==> config.mk <==
export PLATFORM = sky130hd
export DESIGN_NAME = twosum_merge_sched
export DESIGN_NICKNAME = d
export VERILOG_FILES = /design/src/rtl/twosum_sched_pkg.sv /design/src/rtl/twosum_issue_tracker.sv /design/src/rtl/twosum_merge_sched.sv
export SDC_FILE = /design/constraint.sdc
export NUM_CORES = 1
export LEC_CHECK = 0
export CAP_MARGIN = 25
export CORE_ASPECT_RATIO = 1.75
export CORE_MARGIN = 2
export CORE_UTILIZATION = 56
export DETAILED_ROUTE_END_ITERATION = 16
export PLACE_DENSITY = 0.85
export SETUP_SLACK_MARGIN = 0.1
export SKIP_LAST_GASP = 1
export SYNTH_ARGS = -nofsm -noshare
export SYNTH_HDL_FRONTEND = slang
export SYNTH_SLANG_ARGS = --single-unit
==> constraint.sdc <==
create_clock -name clk_i -period 6.15 [get_ports clk_i]
set_input_delay 1.23 -clock clk_i [delete_from_list [all_inputs] [get_ports clk_i]]
set_output_delay 1.23 -clock clk_i [all_outputs]
set_load 0.02 [all_outputs]
==> src/rtl/twosum_sched_pkg.sv <==
// Shared types and helpers for the twosum merge scheduler.
package twosum_sched_pkg;

    typedef enum logic [1:0] {
        IDLE = 2'd0,
        RUN  = 2'd1,
        DONE = 2'd2
    } sched_state_e;

    // Counter width able to hold 0..max_pairs inclusive.
    function automatic int unsigned cnt_width(input int unsigned max_pairs);
        return $clog2(max_pairs + 1);
    endfunction

endpackage

==> src/rtl/twosum_issue_tracker.sv <==
// Delay line marking which cycles carry a returned merge result.
module twosum_issue_tracker #(
    parameter int unsigned LAT = 3
) (
    input  logic clk,
    input  logic rst_n,
    input  logic clr,
    input  logic issue,
    output logic ret_v
);

    logic [LAT-1:0] pipe_q;

    // Shift the issue strobe along; the oldest stage lines up with the unit output.
    always_ff @(posedge clk) begin
        if (!rst_n || clr) begin
            pipe_q <= '0;
        end else begin
            pipe_q <= (pipe_q << 1) | LAT'(issue);
        end
    end

    assign ret_v = pipe_q[LAT-1];

endmodule

==> src/rtl/twosum_merge_sched.sv <==
// Folds N compensated (sum, error) pairs into one through a shared pipelined merge unit.
//
// state | meaning
// IDLE  | waiting for start_i
// RUN   | accepting pairs, issuing merges, recirculating returned results
// DONE  | final pair on res_*, res_valid_o high for this single cycle
module twosum_merge_sched
    import twosum_sched_pkg::*;
#(
    parameter int unsigned EXP_WIDTH_I  = 5,
    parameter int unsigned MANT_WIDTH_I = 2,
    parameter int unsigned MERGE_LAT    = 3,
    parameter int unsigned MAX_PAIRS    = 64,
    localparam int unsigned BIT_WIDTH_I = 1 + EXP_WIDTH_I + MANT_WIDTH_I,
    localparam int unsigned CNT_W       = cnt_width(MAX_PAIRS)
) (
    input  logic                   clk_i,
    input  logic                   rst_ni,
    input  logic                   start_i,
    input  logic [CNT_W-1:0]       n_pairs_i,
    output logic                   busy_o,
    input  logic                   in_valid_i,
    output logic                   in_ready_o,
    input  logic [BIT_WIDTH_I-1:0] in_sum_i,
    input  logic [BIT_WIDTH_I-1:0] in_error_i,
    output logic                   mrg_valid_o,
    output logic [BIT_WIDTH_I-1:0] mrg_sum_a_o,
    output logic [BIT_WIDTH_I-1:0] mrg_error_a_o,
    output logic [BIT_WIDTH_I-1:0] mrg_sum_b_o,
    output logic [BIT_WIDTH_I-1:0] mrg_error_b_o,
    input  logic [BIT_WIDTH_I-1:0] mrg_sum_i,
    input  logic [BIT_WIDTH_I-1:0] mrg_error_i,
    output logic                   res_valid_o,
    output logic [BIT_WIDTH_I-1:0] res_sum_o,
    output logic [BIT_WIDTH_I-1:0] res_error_o
);

    typedef struct packed {
        logic [BIT_WIDTH_I-1:0] sum;
        logic [BIT_WIDTH_I-1:0] error;
    } pair_t;

    sched_state_e state_q, state_d;

    logic [CNT_W-1:0] n_q, acc_q, ret_cnt_q;
    logic             hold_valid_q;
    pair_t            hold_q;

    logic  ret_v, ret_live, accept, last_ret;
    pair_t ret_pair, in_pair;

    logic  issue, hold_load, hold_clr, res_load;
    pair_t op_a, op_b, hold_d, res_d;

    twosum_issue_tracker #(.LAT(MERGE_LAT)) u_tracker (
        .clk   (clk_i),
        .rst_n (rst_ni),
        .clr   (state_q == IDLE),
        .issue (mrg_valid_o),
        .ret_v (ret_v)
    );

    assign ret_pair   = '{sum: mrg_sum_i, error: mrg_error_i};
    assign in_pair    = '{sum: in_sum_i, error: in_error_i};
    assign ret_live   = ret_v && (state_q == RUN);
    // Refusing input while H and R coincide keeps every cycle at two sources or fewer.
    assign in_ready_o = (state_q == RUN) && (acc_q < n_q) && !(hold_valid_q && ret_live);
    assign accept     = in_valid_i && in_ready_o;
    assign last_ret   = ret_live && ((ret_cnt_q + CNT_W'(1)) == (n_q - CNT_W'(1)));
    assign busy_o     = (state_q != IDLE);
    assign res_valid_o = (state_q == DONE);

    // Next state and operand pairing for this cycle's sources (R, H, I).
    always_comb begin
        state_d   = state_q;
        issue     = 1'b0;
        op_a      = hold_q;
        op_b      = ret_pair;
        hold_load = 1'b0;
        hold_clr  = 1'b0;
        hold_d    = in_pair;
        res_load  = 1'b0;
        res_d     = '0;
        case (state_q)
            IDLE: begin
                if (start_i) begin
                    if (n_pairs_i == '0) begin
                        state_d  = DONE;
                        res_load = 1'b1;
                    end else begin
                        state_d = RUN;
                    end
                end
            end
            RUN: begin
                if (n_q == CNT_W'(1) && accept) begin
                    res_load = 1'b1;
                    res_d    = in_pair;
                    state_d  = DONE;
                end else if (last_ret) begin
                    res_load = 1'b1;
                    res_d    = ret_pair;
                    state_d  = DONE;
                end else if (hold_valid_q && ret_live) begin
                    issue    = 1'b1;
                    op_a     = hold_q;
                    op_b     = ret_pair;
                    hold_clr = 1'b1;
                end else if (hold_valid_q && accept) begin
                    issue    = 1'b1;
                    op_a     = hold_q;
                    op_b     = in_pair;
                    hold_clr = 1'b1;
                end else if (ret_live && accept) begin
                    issue = 1'b1;
                    op_a  = ret_pair;
                    op_b  = in_pair;
                end else if (ret_live) begin
                    hold_load = 1'b1;
                    hold_d    = ret_pair;
                end else if (accept) begin
                    hold_load = 1'b1;
                    hold_d    = in_pair;
                end
            end
            DONE:    state_d = IDLE;
            default: state_d = IDLE;
        endcase
    end

    // State register, registered merge issue and result latch.
    always_ff @(posedge clk_i) begin
        if (!rst_ni) begin
            state_q       <= IDLE;
            mrg_valid_o   <= 1'b0;
            mrg_sum_a_o   <= '0;
            mrg_error_a_o <= '0;
            mrg_sum_b_o   <= '0;
            mrg_error_b_o <= '0;
            res_sum_o     <= '0;
            res_error_o   <= '0;
        end else begin
            state_q     <= state_d;
            mrg_valid_o <= issue;
            if (issue) begin
                mrg_sum_a_o   <= op_a.sum;
                mrg_error_a_o <= op_a.error;
                mrg_sum_b_o   <= op_b.sum;
                mrg_error_b_o <= op_b.error;
            end
            if (res_load) begin
                res_sum_o   <= res_d.sum;
                res_error_o <= res_d.error;
            end
        end
    end

    // Single-entry hold slot for an operand waiting for a partner.
    always_ff @(posedge clk_i) begin
        if (!rst_ni) begin
            hold_valid_q <= 1'b0;
            hold_q       <= '0;
        end else if (state_q != RUN) begin
            hold_valid_q <= 1'b0;
        end else if (hold_clr) begin
            hold_valid_q <= 1'b0;
        end else if (hold_load) begin
            hold_valid_q <= 1'b1;
            hold_q       <= hold_d;
        end
    end

    // Job size, accepted-input and returned-result counters.
    always_ff @(posedge clk_i) begin
        if (!rst_ni) begin
            n_q       <= '0;
            acc_q     <= '0;
            ret_cnt_q <= '0;
        end else if (state_q == IDLE) begin
            if (start_i) begin
                n_q <= n_pairs_i;
            end
            acc_q     <= '0;
            ret_cnt_q <= '0;
        end else if (state_q == RUN) begin
            if (accept) begin
                acc_q <= acc_q + CNT_W'(1);
            end
            if (ret_live) begin
                ret_cnt_q <= ret_cnt_q + CNT_W'(1);
            end
        end
    end

endmodule

==> impl_metrics.tcl, run 1 <==
set metrics [dict create \
    status "finished, final reports clean" \
    path_delay_family "simple AND/OR/NAND/NOR gates" \
    ys_seq_elements 92 \
    cts_tree "done" \
    clk_pin_slew_ps 60 \
    reg2reg_slack_ps 2560 \
    use_met1 0.3216 \
    dp_hpwl_um 10220 \
    ioPinCount 95 \
    instances_no_fill 730 \
    path_buf_inv 1 \
    die_w_um 75.04 \
    syn_to_final_growth_pct 23.98 \
    crit_path_start_kind "input pin" \
    netlist.area_leader.share 0.3724 \
    cts.sinks 92 \
    htreeDepth 3 \
    use_met3 0.05896 \
    portBuffers 94 \
    slowest_stage "and3_1" \
    fp.dieH_um 128.3 \
    drt-wirelength-per-cell_um 19.60 \
    clk_latency_ps 340 \
    cts_resized 0 \
    yosys-top-cells-area "dfxtp_1 37%, mux2i_1 6.7%, nand2_1 4.9%, a221o_1 3.2%, and3_1 3.0%" \
    muxShareOfSynthArea 0.07589 \
    slew_headroom 0.3928 \
    synth_edf_count 0 \
    drive_gt1_frac 0.08646 \
    diodes 0 \
    core_area_um2 8615 \
    cts_setup_buffers 0 \
    grt_pass1_vias 4617 \
    cp.required_ps 6330 \
    synthFlopType "dfxtp_1" \
    finalNetCount 663 \
    path_cells "clkdlybuf4s50_1, o2111ai_1, a21oi_2, ha_1, and3_1, and3_1, a211oi_1" \
    synth_compound_area_frac 0.2117 \
    synthXorXnorAreaFrac 0.05540 \
    grt_pass1_wl_um 22160 \
    post-route-util 0.7118 \
    drcViolationCount 0 \
    firstDrtPassIters 5 \
    cp_max_fo 17 \
    critical-path-top-cell-by-count "and3_1" \
    critPathKind "in2reg" \
    synth_nets 592 \
    cap_violations 0 \
    synth-adder-area-share 0.02783 \
    antenna_found_initial 0 \
    grt_usage 0.3047 \
    clock_path_buffers 2 \
    fin_crit_ps 3873 \
    grt-busiest-layer "met2" \
    rsz0062_at_grt "false" \
    synth_cell_types 54 \
    period_share 0.6297 \
    synth_async_sr_flop_share 0 \
    drt_iter0_markers 330 \
    power_density_nw_per_um2 202.5 \
    leakage_nw 2.218 \
    postCtsHoldBufs 0 \
    synthCells 538 \
    place.gp.congestion 0.8938 \
    grt_max_degree 56 \
    placedCellCount 714 \
    yosysWarnings 0 \
    cts_buffers 9 \
    dieArea_um2 9629 \
    antenna_left 0 \
    worstMarginPinSlew_ps 910.8 \
    setup_viol 0 \
    finalSetupTns_ps 0 \
    fp-row-count 45 \
    netlist_area_um2 4946 \
    ir_drop_mv 0.1751 \
    overflow 0 \
    hold_slack_ps 465.5 \
    use_met2 0.5181 \
    slew_viol_final 0 \
    vias 4612 \
    clock.fmax_ghz 0.2582 \
    cp-end-kind "register" \
    skew_ps 5.729 \
    wl_um 14310 \
    synth_area_per_cell_um2 9.193 \
    synth_top_area_cell "dfxtp_1" \
    hold_class "reg2reg" \
    synth-simple-area-share 0.1935 \
    yosysSeqAreaShare 0.3724 \
    cp.arrival_ps 4050 \
    start_util 0.5741 \
    synth_top_family_by_area "compound AO/OA/AOI/OAI gates" \
    synth_common_cells "92 x dfxtp_1, 64 x nand2_1, 33 x mux2i_1, 25 x clkbuf_1" \
    synth.most_common_cell "dfxtp_1" \
    vias_per_cell 6.318 \
    slowest_delay_ps 750 \
    root_buffer "clkbuf_16" \
    hold_viol 0 \
]
[stage by stage]
stage / power (mW) / setup slack, ps / area (um2)
global placement: 0.7528 / 2106 / 5853
floorplan: 0.6963 / 2916 / 4946
finish: 1.242 / 2277 / 6132
CTS: 1.244 / 2351 / 6117
detailed placement: 0.7567 / 2009 / 5858
global route: 1.286 / 2081 / 6132
[power breakdown]
part	internal, mW	switching [mW]
sequential	0.603	0.00921
clock	0.269	0.225
combinational	0.0613	0.0738
total	0.933	0.308
[layout by cell type, fill, tap and decap left out, drive strengths merged, types with 3 or more instances in the layout]
cell / instances
nor3b: 18
or4: 12
a211oi: 20
xnor3: 4
dfxtp: 92
nand2: 64
clkdlybuf4s50: 93
and3: 26
ha: 11
nand4: 4
a21boi: 16
xnor2: 10
a31oi: 17
a221oi: 12
nor2: 19
o221a: 4
mux2: 4
a21oi: 13
nor4: 4
nor2b: 4
nand2b: 5
mux2i: 33
clkbuf: 10
o21ai: 19
a221o: 16
nand3: 3
inv: 26
nor3: 15
a211o: 3
xor2: 11
buf: 8
clkinv: 3
[logic make-up (layout without fill, tap and decap cells)]
family / after synthesis / in the layout
fa+ha+maj: 11 / 11
flops: 92 / 92
mux: 37 / 37
xor+xnor: 25 / 25
compound gates: 127 / 127
simple gates: 179 / 179
buf+inv: 67 / 142
[layout make-up]
cell class,instances,area (um2)
inverters,26,97.59
well taps,117,146.4
multi-input cells,379,2794
repair buffers,101,993.5
fillers,658,2482
flip-flops and latches,92,1842
clock inverters,5,30.03
clock buffers,10,229.0
[metal layers]
layer	vias up	share of wire
li1	2121	-
met1	2197	0.36
met2	210	0.52
met3	84	0.047
met4	0	0.069
met5	-	0
[state kept, by name, indices dropped and copies added (netlist names), 2 cells and up]
| register | count |
|---|---|
| acc_q | 7 |
| u_tracker.pipe_q | 3 |
| mrg_sum_b_o | 8 |
| mrg_error_b_o | 8 |
| mrg_sum_a_o | 8 |
| state_q | 2 |
| ret_cnt_q | 7 |
| hold_q | 16 |
| res_sum_o | 8 |
| mrg_error_a_o | 8 |
| n_q | 7 |
| res_error_o | 8 |
[path summary, 6_finish.rpt]
kind / end / cells past startpoint / start
worst max-delay path: hold_q[1] / 7 / in_valid_i
worst min-delay path: u_tracker.pipe_q[1] / 1 / u_tracker.pipe_q[0]
worst max register to register: hold_q[1] / 9 / n_q[6]
worst min register to register: u_tracker.pipe_q[1] / 1 / u_tracker.pipe_q[0]
Note: power is estimated with default switching activity, not from simulation.
==> run 2, diff against run 1 <==
Settings changed: CORE_UTILIZATION 56 to 52, PLACE_DENSITY 0.85 to 0.8.
Clock period 6.15 ns to 3.7 ns, I/O delays scaled along.
==> impl_metrics.tcl, run 2 (synthesis results as in run 1) <==
set metrics [dict create \
    status "finished, final reports clean" \
    slowest_stage "a211o_1" \
    rsz0062_at_grt "false" \
    ioPinCount 95 \
    cap_violations 0 \
    clk_pin_slew_ps 70 \
    firstDrtPassIters 5 \
    htreeDepth 3 \
    worstMarginPinSlew_ps 880.0 \
    drive_gt1_frac 0.1013 \
    syn_to_final_growth_pct 26.08 \
    core_area_um2 9350 \
    cts_resized 0 \
    path_delay_family "compound AO/OA/AOI/OAI gates" \
    power_density_nw_per_um2 350.3 \
    cts_setup_buffers 0 \
    overflow 0 \
    largest_reg_flops 16 \
    drcViolationCount 0 \
    drt_iter0_markers 311 \
    vias 4565 \
    top_register "hold_q" \
    grt_usage 0.2893 \
    final_common_cell "clkdlybuf4s50_1" \
    skew_ps 8.602 \
    finalSetupTns_ps 0 \
    grt_pass1_wl_um 23250 \
    critPathKind "reg2reg" \
    dieArea_um2 10340 \
    postCtsHoldBufs 0 \
    setup_viol 0 \
    grt_max_degree 55 \
    cts.sinks 92 \
    cp.arrival_ps 3530 \
    cp.required_ps 3960 \
    leakage_nw 2.283 \
    mostFrequentLayoutCells "93 x clkdlybuf4s50_1, 92 x dfxtp_1, 64 x nand2_1" \
    root_buffer "clkbuf_16" \
    placedCellCount 728 \
    dp_hpwl_um 10710 \
    hold_class "reg2reg" \
    wl_um 14930 \
    cp-end-kind "register" \
    crit_path_start_kind "register" \
    fp.dieH_um 133.0 \
    ir_drop_mv 0.2431 \
    grt_pass1_vias 4607 \
    start_util 0.5290 \
    slew_viol_final 0 \
    die_w_um 77.73 \
    path_cells "inv_1, ha_1, nand2_1, o21ai_1, a21oi_2, buf_4, o21ai_1, buf_4, a211o_1, mux2i_1" \
    period_share 0.8827 \
    vias_per_cell 6.136 \
    antenna_left 0 \
    clk_latency_ps 350 \
    fin_crit_ps 3266 \
    slew_headroom 0.3982 \
    cts_buffers 9 \
    post-route-util 0.6669 \
    clock_path_buffers 2 \
    hold_viol 0 \
    finalNetCount 671 \
    fp-row-count 47 \
    antenna_found_initial 0 \
    drt-wirelength-per-cell_um 20.06 \
    cp_max_fo 16 \
    instances_no_fill 744 \
    slowest_delay_ps 700 \
    clock.fmax_ghz 0.3062 \
    diodes 0 \
    place.gp.congestion 0.9417 \
    portBuffers 94 \
    cts_tree "done" \
    path_buf_inv 3 \
]
[run 2: area by class of cell]
class	count	area, um2
tap	122	152.6
sequential	92	1842
fill	755	3114
clock inverter	6	62.56
clock buffer	10	239.0
multi-input combinational	379	2794
timing repair buffer	109	1049
inverter	26	97.59
[run 2: power by group]
group	internal (mW)	switching [mW]
Combinational	0.105	0.124
Sequential	1.00	0.0147
Clock	0.542	0.398
Total	1.65	0.536
[run 2: metrics by stage]
step           total power [mW]  area, um2  hold WS, ps  worst slack, ps
2_1_floorplan             1.157       4946        436.7            682.8
3_3_place_gp              1.257       5934        440.3            479.7
3_5_place_dp              1.261       5934        448.0            335.2
4_1_cts                   2.186       6236        463.7            482.7
5_1_grt                   2.252       6236        487.3            195.2
6_report                  2.185       6236        461.9            433.8
[run 2: metal layers]
layer / up-vias / track usage / wire length [um]
met5: - / 0 / 0
met4: 0 / 0.1746 / 723
met3: 46 / 0.03956 / 663
met2: 172 / 0.5273 / 8027
met1: 2219 / 0.3078 / 5514
li1: 2128 / - / -
[run 2: path summary, 6_finish.rpt]
check / startpoint / to / slack, ps / cells past startpoint
min: u_tracker.pipe_q[1] / u_tracker.pipe_q[2] / 460 / 1
min reg2reg: u_tracker.pipe_q[1] / u_tracker.pipe_q[2] / 460 / 1
max reg2reg: n_q[2] / mrg_sum_b_o[5] / 430 / 10
max: n_q[2] / mrg_sum_b_o[5] / 430 / 10
